==> config.mk <==
export PLATFORM = sky130hd
export DESIGN_NAME = corrector_error
export DESIGN_NICKNAME = d
export VERILOG_FILES = /design/src/rtl/corrector_error.sv
export SDC_FILE = /design/constraint.sdc
export NUM_CORES = 1
export LEC_CHECK = 0
export ABC_AREA = 1
export CAP_MARGIN = 40
export CORE_MARGIN = 4
export CORE_UTILIZATION = 36
export CTS_CLUSTER_DIAMETER = 120
export CTS_CLUSTER_SIZE = 28
export DETAILED_ROUTE_END_ITERATION = 8
export HOLD_SLACK_MARGIN = 0.08
export SLEW_MARGIN = 30
export SYNTH_ARGS = -nofsm -noshare
export SYNTH_HDL_FRONTEND = slang
export SYNTH_SLANG_ARGS = --single-unit
==> constraint.sdc <==
create_clock -name clk -period 2.35 [get_ports clk]
set_clock_uncertainty 0.1 [all_clocks]
set_input_delay 0.47 -clock clk [delete_from_list [all_inputs] [get_ports clk]]
set_output_delay 0.47 -clock clk [all_outputs]
set_load 0.1 [all_outputs]
==> src/rtl/corrector_error.sv <==
// SECDED Hamming(7,4) error corrector stage: classifies, fixes and extracts data,
// registers it behind a valid/ready handshake and counts error events.
module corrector_error #(
  parameter int CNT_W = 8
) (
  input  logic             clk,
  input  logic             rst,
  input  logic             in_valid,
  output logic             in_ready,
  input  logic [7:0]       palabra_rx,
  input  logic [3:0]       pos_error,
  input  logic             clr_cnt,
  output logic             out_valid,
  input  logic             out_ready,
  output logic [7:0]       palabra_corr,
  output logic [3:0]       dato_corr,
  output logic [1:0]       estado_err,
  output logic [CNT_W-1:0] cnt_simple,
  output logic [CNT_W-1:0] cnt_doble
);

  localparam logic [CNT_W-1:0] CNT_MAX = '1;

  logic [2:0] e;
  logic       eg;
  logic       accept;
  logic [7:0] fix;
  logic [1:0] est;
  logic       simple_ev;
  logic       doble_ev;

  assign e        = pos_error[2:0];
  assign eg       = pos_error[3];
  assign in_ready = !out_valid || out_ready;
  assign accept   = in_valid && in_ready;

  always_comb begin
    fix = palabra_rx;
    est = 2'b11;
    unique case (1'b1)
      (e == 3'd0 && !eg): begin
        est = 2'b00;
      end
      (e != 3'd0 && eg): begin
        fix = palabra_rx ^ (8'd1 << (e - 3'd1));
        est = 2'b01;
      end
      (e == 3'd0 && eg): begin
        fix = palabra_rx ^ 8'h80;
        est = 2'b10;
      end
      default: begin
        est = 2'b11;
      end
    endcase
  end

  // 01 and 10 both count as a single (recoverable) event
  assign simple_ev = accept && (est[1] ^ est[0]);
  assign doble_ev  = accept && (&est);

  always_ff @(posedge clk) begin
    if (rst) begin
      out_valid    <= 1'b0;
      palabra_corr <= '0;
      dato_corr    <= '0;
      estado_err   <= '0;
    end else if (accept) begin
      out_valid    <= 1'b1;
      palabra_corr <= fix;
      dato_corr    <= {fix[6], fix[5], fix[4], fix[2]};
      estado_err   <= est;
    end else if (out_ready) begin
      out_valid    <= 1'b0;
    end
  end

  always_ff @(posedge clk) begin
    if (rst || clr_cnt) begin
      cnt_simple <= '0;
      cnt_doble  <= '0;
    end else begin
      if (simple_ev && cnt_simple != CNT_MAX)
        cnt_simple <= cnt_simple + 1'b1;
      if (doble_ev && cnt_doble != CNT_MAX)
        cnt_doble <= cnt_doble + 1'b1;
    end
  end

endmodule

Yosys cells after proc, flatten, opt, wreduce, memory -nomap -nowiden
Index checks and enable logic that the tools add are counted.
{"block": "word_totals", "register_bits": 31, "wordCells": 35, "output_inout_bits": 32, "input_bits": 17}
{"block": "classes", "bitwise": 3, "addsub": 3, "n_shift": 1, "n_mux": 4, "n_reduce_logical": 16, "n_eq_ne": 2}
{"cell": "$add 8x1->8 const B", "count": 2}
{"cell": "$ne 8x8->1 const B", "count": 2}
{"cell": "$pmux 8 s2", "count": 1}
{"cell": "$logic_and 1x1->1", "count": 8}
{"cell": "$shl 1x3->8 const A", "count": 1}
{"cell": "$xor 8x8->8", "count": 1}
{"cell": "$pmux 2 s3", "count": 1}
{"cell": "$logic_not 3->1", "count": 1}
{"cell": "$reduce_bool 3->1", "count": 1}
{"cell": "$sub 3x1->3 const B", "count": 1}
{"cell": "$logic_not 1->1", "count": 2}
{"cell": "$logic_or 1x1->1", "count": 2}
{"cell": "$mux 1", "count": 2}
{"cell": "$reduce_and 2->1", "count": 1}
{"cell": "$reduce_bool 2->1", "count": 1}
{"cell": "$not 1->1", "count": 1}
{"cell": "$xor 1x1->1", "count": 1}

Longest topological paths before layout
Gate-level depths: netlist of run 1.
{"block": "depth", "ltp_word": 6, "mapped_depth": 10, "mapped_depth_nobuf": 10}

Worst setup path after synthesis of run 1
OpenSTA, ideal clock, no wires.
{"block": "synth_path", "path_type": "register to register", "start": "register out_valid", "end": "register cnt_simple[5]", "setup_slack_ns": -0.103, "t_arrival_ns": 2.281, "setup_ns": 0.072, "path_buffers": 1, "period_less_slack_ns": 2.453, "stages_incl_launch_ff": 8, "t_required_ns": 2.178, "cell_sequence": "dfxtp_1 > nand2_2 > nand2_1 > buf_6 > nor2_4 > nand3_2 > nand2_1 > a21oi_1"}
{"block": "synth_between", "elab_chain_len": 5}
{"item": "from (decl)", "line": "13", "text": "output logic out_valid,"}
{"item": "from (signal assigned)", "line": "64", "text": "out_valid <= 1'b0;"}
{"item": "from (signal assigned)", "line": "69", "text": "out_valid <= 1'b1;"}
{"item": "from (signal assigned)", "line": "74", "text": "out_valid <= 1'b0;"}
{"item": "$logic_not 1->1", "line": "34", "text": "assign in_ready = !out_valid || out_ready;"}
{"item": "$logic_or 1x1->1", "line": "34"}
{"item": "named net in_ready", "line": "9", "text": "output logic in_ready,"}
{"item": "$logic_and 1x1->1", "line": "35", "text": "assign accept = in_valid && in_ready;"}
{"item": "$logic_and 1x1->1", "line": "59", "text": "assign simple_ev = accept && (est[1] ^ est[0]);"}
{"item": "$logic_and 1x1->1", "line": "83", "text": "if (simple_ev && cnt_simple != CNT_MAX)"}
{"item": "to (signal assigned)", "line": "84", "text": "cnt_simple <= cnt_simple + 1'b1;"}
{"item": "to (decl)", "line": "18", "text": "output logic [CNT_W-1:0] cnt_simple,"}
The timed path passes the listed nets, and every way through them passes these cells.
A chain may end at the register's enable or synchronous reset.

Worst setup path in the final report of run 1
{"block": "layout_path", "start": "input port pos_error[0]", "end": "register cnt_simple[1]"}
{"block": "layout_between", "elab_chain_len": 6}
{"item": "from (decl)", "line": "11", "text": "input logic [3:0] pos_error,"}
{"item": "$logic_not 3->1 / $reduce_bool 3->1 (equally long branches)", "line": "41, 48, 44"}
{"item": "$logic_and 1x1->1 (on tied branches)", "line": "48, 41, 44"}
{"item": "$pmux 2 s3 (*)", "line": "40", "text": "unique case (1'b1)"}
{"item": "$xor 1x1->1 (*)", "line": "59"}
{"item": "$logic_and 1x1->1 (*)", "line": "59"}
{"item": "$logic_and 1x1->1 (*)", "line": "83"}
Every way passes the cells marked *; elsewhere a longest branch is shown, timed or not.

==> results.toml, run 1 <==
[run_status]
status = "completed"

[clock_network]
clk_pin_slew_worst_paths_ns = 0.10
numCtsBuffers = 3
cts_max_level = 1
cts_root_buffer = "clkbuf_8"
postCtsResizedCells = 0
clk_latency_ns = 0.28
cts_sinks = 27
post_cts_buffers = 0
cts_tree = "yes"
clockBufferDepth = 2
hold_buffers = 0

[timing]
fin_crit_ns = 2.06
slew_headroom_pct = 76.9
whs_ns = 0.375
fin_crit_sh_pct = 87.9
worst_slew_pin_slew_ns = 0.346
slew_violations = 0
finalHoldViolations = 0
setup-violations-final = 0
rsz0062_at_grt = "false"
fmax_mhz = 484

[setup_path]
cpMaxStageDelayCell = "clkdlybuf4s50_1"
crit_path_end_kind = "register"
cp-start-kind = "input pin"
required_ns = 2.43
cp_cell_sequence = "clkdlybuf4s50_1 > nor2_1 > nand2_1 > ha_1 > inv_1 > nor2_1 > nor2_4 > nand3_2 > o21ai_0 > nor2_1"
worst-endpoint-arrival_ns = 2.15
crit_buf_inv = 2
critPathTopFamily = "simple AND/OR/NAND/NOR gates"
critPathMaxStageDelay_ns = 0.42
cp_max_fo = 8
setup.worst_path.class = "input pin to register"
crit_top_cell = "nor2_1"

[synthesis]
yosys.area.top_type = "dfxtp_1"
syn_nets = 273
yosysTopAreaCellShare_pct = 32.4
syn_inst = 247
syn_area_per_cell_um2 = 6.75
synthTopCellsByArea = "dfxtp_1 (32%), nand2_1 (15%), ha_1 (6.8%), inv_1 (6.8%), a21oi_1 (6.6%)"
ys_seq_area_share_pct = 32.4
syn_area_mm2 = 0.00167
synth_warnings = 0
synth-seq-cells = 27
synth.distinct_cells = 25

[detailed_routing]
drtPass1Iterations = 4
drc = 0
ant_nets = 0
wire_per_inst_um = 11.3
wl_um = 4000
first_iter_violations = 85
vias = 1641
via_per_inst = 4.64

[placement]
placed_area_mm2 = 0.00216
gp_congestion = 0.792
place_hpwl_um = 3120
portBuffers = 48

[finish]
fin_util_pct = 50.2
fin_area_mm2 = 0.00221
nNetsFinal = 329
drive_gt1_share_pct = 19.9
syn_to_final_growth_pct = 32.9
n_antenna_cell = 0

[floorplan]
initial_core_util_pct = 37.8
rows = 24
core_area_mm2 = 0.00441
io_pins = 49
fp.dieW_um = 76.0
die_height_um = 76.0
die-area_mm2 = 0.00578

[flow_run]
drv_cap = 0

[pwr]
power.leakage_nw = 1.01
finalPower_w = 0.00111
p_per_area_mw_per_mm2 = 501
peakVddDrop_mv = 0.214

[grt]
grt_start_max_net_pins = 17
grt_overflow = 0
grt_use_total_pct = 14.3
antenna_found_initial = 0
grt_pass1_wl_um = 7050
grt_pass1_vias = 1509

[worst_hold_path]
holdCritPathClass = "register to register"
## cells in the mapped netlist
library cell,number
nor3b_1,1
inv_1,30
o21ai_0,7
clkinv_1,1
buf_4,5
a211oi_1,1
nand2_1,66
buf_2,1
o21ai_1,2
ha_1,9
nand4_1,4
buf_6,2
nor3_1,1
nor2_2,2
a21oi_1,22
nand3_2,2
nand3_1,18
nor2_4,2
inv_2,2
xor2_1,2
o21bai_1,9
nand2_2,3
nor2_1,22
o211ai_1,6
dfxtp_1,27
## layer usage
| layer | wire [um] | GRT usage (%) | vias up |
|---|---|---|---|
| met5 | 0 | 0 | - |
| met4 | 27 | 3.74 | 0 |
| met3 | 173 | 3.07 | 2 |
| met2 | 1700 | 21.1 | 28 |
| met1 | 2090 | 20.9 | 705 |
| li1 | - | - | 906 |
## placed cells by master (no fill, tap or decap)
master / instances
a211oi_1: 1
a21oi_1: 22
buf_12: 1
buf_4: 42
clkbuf_8: 3
clkdlybuf4s50_1: 16
clkinv_1: 1
clkinvlp_4: 1
dfxtp_1: 26
dfxtp_2: 1
ha_1: 9
inv_1: 30
inv_2: 2
nand2_1: 66
nand2_2: 3
nand3_1: 18
nand3_2: 2
nand4_1: 4
nor2_1: 21
nor2_2: 3
nor2_4: 2
nor3_1: 1
nor3b_1: 1
o211ai_1: 6
o21ai_0: 7
o21ai_1: 2
o21bai_1: 9
xor2_1: 2
## state kept, by name (all words and copies together), names as in the netlist
name and cells:
cnt_doble 8, cnt_simple 8, estado_err 2, out_valid 1
palabra_corr 8
## through the flow
stage / cells / setup WS, ns / TNS [ns]
2_1_floorplan: 247 / 0.177 / 0
3_3_place_gp: 350 / 0.00275 / 0
3_5_place_dp: 350 / -0.0326 / -0.135
4_1_cts: 354 / 0.252 / 0
5_1_grt: 354 / 0.0814 / 0
6_report: 354 / 0.285 / 0
## report_power, final
| group | switching (W) | total, W | internal, W |
|---|---|---|---|
| sequential | 0.0000114 | 0.000485 | 0.000474 |
| combinational | 0.000246 | 0.000346 | 0.0000998 |
| clock | 0.000158 | 0.000278 | 0.000121 |
| total | 0.000415 | 0.00111 | 0.000694 |
## path summary, 6_finish.rpt
check | from | endpoint | slack (ns) | depth (start not counted)
min | palabra_corr[7] | palabra_corr[7] | 0.37 | 2
min reg2reg | palabra_corr[7] | palabra_corr[7] | 0.37 | 2
max | pos_error[0] | cnt_simple[1] | 0.29 | 10
max reg2reg | cnt_simple[1] | cnt_simple[6] | 0.79 | 7
## kinds of logic (layout without fill, tap and decap cells)
| family | after synthesis | count (layout) | share of synthesized area (%) |
|---|---|---|---|
| AOI/OAI and AO/OA | 47 | 47 | 16.5 |
| xor gates and xnor gates | 2 | 2 | 1.05 |
| adders and majority gates | 9 | 9 | 6.76 |
| buffers and inverters | 41 | 96 | 11.3 |
| DFF | 27 | 27 | 32.4 |
| and+or+nand+nor | 121 | 121 | 31.9 |
## layout make-up
| cell class | count | area (um2) |
|---|---|---|
| tap | 52 | 65.1 |
| clock buffer | 3 | 41.3 |
| multi-input combinational | 179 | 940 |
| clock inverter | 1 | 7.51 |
| sequential | 27 | 542 |
| timing repair buffer | 59 | 495 |
| fill | 449 | 2200 |
| inverter | 33 | 124 |
## tightest hold or removal path, cell delays in order, from the launching register on
cell	delay (ns)
dfxtp_1	0.33
nand2_1	0.06
a21oi_1	0.05
(Power assumes the default switching activity.)
==> run 2: changes to the inputs <==
- CTS_CLUSTER_SIZE: 28 -> 24
==> results of run 2 <==
Same layout as run 1: the final DEF is identical, and so are final timing and power.
==> run 3: changes to the inputs <==
- CORE_UTILIZATION: 36 -> 45
- PLACE_DENSITY: default -> 0.77
==> results.toml, run 3 (synthesis results as in run 1) <==
[detailed_routing]
via_per_inst = 4.82
wl_um = 3970
first_iter_violations = 70
vias = 1683
wire_per_inst_um = 11.4
drtPass1Iterations = 4
drc = 0
ant_nets = 0

[clock_network]
cts_tree = "yes"
hold_buffers = 0
post_cts_buffers = 0
clockBufferDepth = 2
cts_sinks = 27
cts_max_level = 1
clk_latency_ns = 0.28
clk_pin_slew_worst_paths_ns = 0.09
postCtsResizedCells = 0
cts_root_buffer = "clkbuf_8"
numCtsBuffers = 3

[worst_hold_path]
holdCritPathClass = "register to register"

[timing]
fin_crit_ns = 2.11
whs_ns = 0.371
fin_crit_sh_pct = 89.7
worst_slew_pin_slew_ns = 0.433
slew_violations = 0
setup-violations-final = 0
fmax_mhz = 474
slew_headroom_pct = 71.1
finalHoldViolations = 0
setup_slack_ns = 0.241
rsz0062_at_grt = "false"

[finish]
mostFrequentLayoutCells = "nand2_1 (66), buf_4 (43), inv_1 (30)"
nNetsFinal = 330
n_fill_cell = 333
syn_to_final_growth_pct = 32.7
reg_top3 = "cnt_doble x8, cnt_simple x8, palabra_corr x8"
final_common_cell = "nand2_1"
n_antenna_cell = 0
drive_gt1_share_pct = 19.8

[grt]
grt_start_max_net_pins = 17
grt_use_total_pct = 18.1
antenna_found_initial = 0
grt_pass1_vias = 1548
grt_pass1_wl_um = 6620
grt_overflow = 0

[placement]
place_hpwl_um = 3150
gp_congestion = 0.847
place_ws_ns = -0.0385
portBuffers = 48

[flow_run]
drv_cap = 0

[floorplan]
die_height_um = 68.9
fp.dieW_um = 68.9
rows = 21
die-area_mm2 = 0.00474
initial_core_util_pct = 48.4
io_pins = 49
core_area_mm2 = 0.00344

[setup_path]
setup.worst_path.class = "input pin to register"
cp-start-kind = "input pin"
worst-endpoint-arrival_ns = 2.21
crit_path_end_kind = "register"
required_ns = 2.45
cp_max_fo = 4

[run_status]
status = "completed"

[pwr]
power.leakage_nw = 1.01
p_per_area_mw_per_mm2 = 501
peakVddDrop_mv = 0.403
[run 3: cell count changes in the layout (fill, tap and decap cells not counted)]
cell / previous run / this run
buf_4: 42 / 43
nor2_1: 21 / 22
nor2_2: 3 / 2
[run 3: report_power, final]
group / switching [W] / total, W / leakage [nW] / internal (W)
sequential: 0.0000110 / 0.000484 / 0.220 / 0.000473
clock: 0.000154 / 0.000274 / 0.0217 / 0.000121
combinational: 0.000248 / 0.000349 / 0.771 / 0.000101
[run 3: layout make-up]
class	instances	area [um2]	share of cell area (%)
sequential	27	542	24.5
inverter	33	124	5.60
clock buffer	3	41.3	1.87
tap	46	57.6	2.60
timing repair buffer	60	503	22.7
clock inverter	1	7.51	0.339
multi-input combinational	179	937	42.4
[run 3: path summary, 6_finish.rpt]
check / from / endpoint / slack [ns] / cells past startpoint
worst max register to register: cnt_doble[0] / cnt_doble[4] / 0.70 / 8
worst max-delay path: pos_error[0] / cnt_simple[3] / 0.24 / 11
worst min-delay path: palabra_corr[1] / palabra_corr[1] / 0.37 / 2
worst min register to register: palabra_corr[1] / palabra_corr[1] / 0.37 / 2
[run 3: worst max-delay path, stage by stage]
cell	delay (ns)
clkdlybuf4s50_1	0.42
nor2_1	0.16
nand2_1	0.14
ha_1	0.24
inv_2	0.09
nand2_1	0.09
nand2_2	0.11
nand2_1	0.07
nor2_1	0.18
nand3_1	0.09
a21oi_1	0.15
[run 3: routing by layer]
metal	global-route usage (%)	vias to the layer above	wire [um]
li1	-	913	-
met1	22.7	736	1830
met2	32.1	32	1910
met3	3.57	2	210
met4	3.16	0	19
met5	0	-	0
[run 3: per-stage QoR]
step | utilization (%) | TNS (ns) | instance area, um2 | std cells | total power, W
floorplan | - | 0 | 1670 | 247 | 0.000747
detailed placement | 62.8 | -0.0993 | 2160 | 345 | 0.000844
global route | 64.3 | 0 | 2210 | 349 | 0.00116
CTS | 64.3 | 0 | 2210 | 349 | 0.00112
finish | 64.3 | 0 | 2210 | 349 | 0.00111
global placement | 62.8 | 0 | 2160 | 345 | 0.000841
==> RTL edit (settings of run 3) <==
Register the output `estado_err` once more, cleared by the reset; this adds one clock of latency there. The other outputs are not delayed to match.
--- a/src/rtl/corrector_error.sv
+++ b/src/rtl/corrector_error.sv
@@ -22,2 +22,4 @@
   localparam logic [CNT_W-1:0] CNT_MAX = '1;
+
+  logic [1:0] estado_err_s0;
 
@@ -66,3 +68,3 @@
       dato_corr    <= '0;
-      estado_err   <= '0;
+      estado_err_s0 <= '0;
     end else if (accept) begin
@@ -71,3 +73,3 @@
       dato_corr    <= {fix[6], fix[5], fix[4], fix[2]};
-      estado_err   <= est;
+      estado_err_s0 <= est;
     end else if (out_ready) begin
@@ -89,2 +91,10 @@
 
+  always_ff @(posedge clk) begin
+    if (rst) begin
+      estado_err <= '0;
+    end else begin
+      estado_err <= estado_err_s0;
+    end
+  end
+
 endmodule
Function: changed (a bounded check fails within 4 cycles, from zero or initial values and one cycle with rst high).
==> RTL edit against run 3 <==
- area after synthesis grew 4.6%
- synthesized cell count grew 2.8%
- first-iteration DRC count grew 39%
- sequential share of layout area grew 0.40 points
- sequential cell count grew 2
- non-clock buffer count shrank 4
- routed wire length grew 5.0%
- via count grew 3.9%
- final area grew 5.7%
- combinational power shrank 2%
- power grew 19%
- setup slack lost 0.023 ns
- global-route usage shrank 0.26 points
- largest cell class unchanged
==> RTL edit: results <==
set metrics [dict create \
    status "completed" \
    buf_share 0.202 \
    synth.distinct_cells 24 \
    internal-power_uw 871 \
    p_seq_frac 0.396 \
    syn_area_per_cell_um2 6.86 \
    worstMarginPinSlew_ns 0.282 \
    cts.clk_slew.worst_paths_ns 0.06 \
    seq_area_frac_synth 0.333 \
    grt_max_degree 12 \
    startpoint "pos_error[1]" \
    post-place-ws_ns -0.0650 \
    place.gp.congestion 0.829 \
    hp-start "estado_err_s0[0]" \
    fillers 348 \
    leakage_nw 1.07 \
    register_area_um2 582 \
    synth.top_cells.by_count "64 x nand2_1, 33 x inv_1, 29 x dfxtp_1" \
    numCtsBuffers 5 \
    cts_max_level 2 \
    syn_nets 280 \
    peakVddDrop_v 0.000298 \
    n_sequential_cell 29 \
    signal_buffers 56 \
    grt_pass1_vias 1663 \
    regToRegStartpoint "cnt_simple[0]" \
]
[RTL edit: stage by stage]
stage	setup TNS, ns	hold WS, ns	cell area [um2]
finish	0	0.332	2340
floorplan	0	0.310	1740
global placement	0	0.320	2240
detailed placement	-0.123	0.329	2240
CTS	0	0.338	2340
global route	0	0.346	2340
[RTL edit: per-layer routing]
| metal | GRT usage | vias up | wire length (um) |
|---|---|---|---|
| li1 | - | 926 | - |
| met1 | 0.224 | 778 | 1930 |
| met2 | 0.293 | 38 | 1980 |
| met3 | 0.0460 | 7 | 205 |
| met4 | 0.0596 | 0 | 55 |
| met5 | 0 | - | 0 |
[RTL edit: final timing paths]
| path | slack (ns) | endpoint | cells past startpoint |
|---|---|---|---|
| worst min register to register | 0.33 | estado_err[0] | 2 |
| worst max-delay path | 0.22 | cnt_simple[1] | 10 |
| worst max register to register | 0.81 | cnt_simple[1] | 7 |
| worst min-delay path | 0.33 | estado_err[0] | 2 |
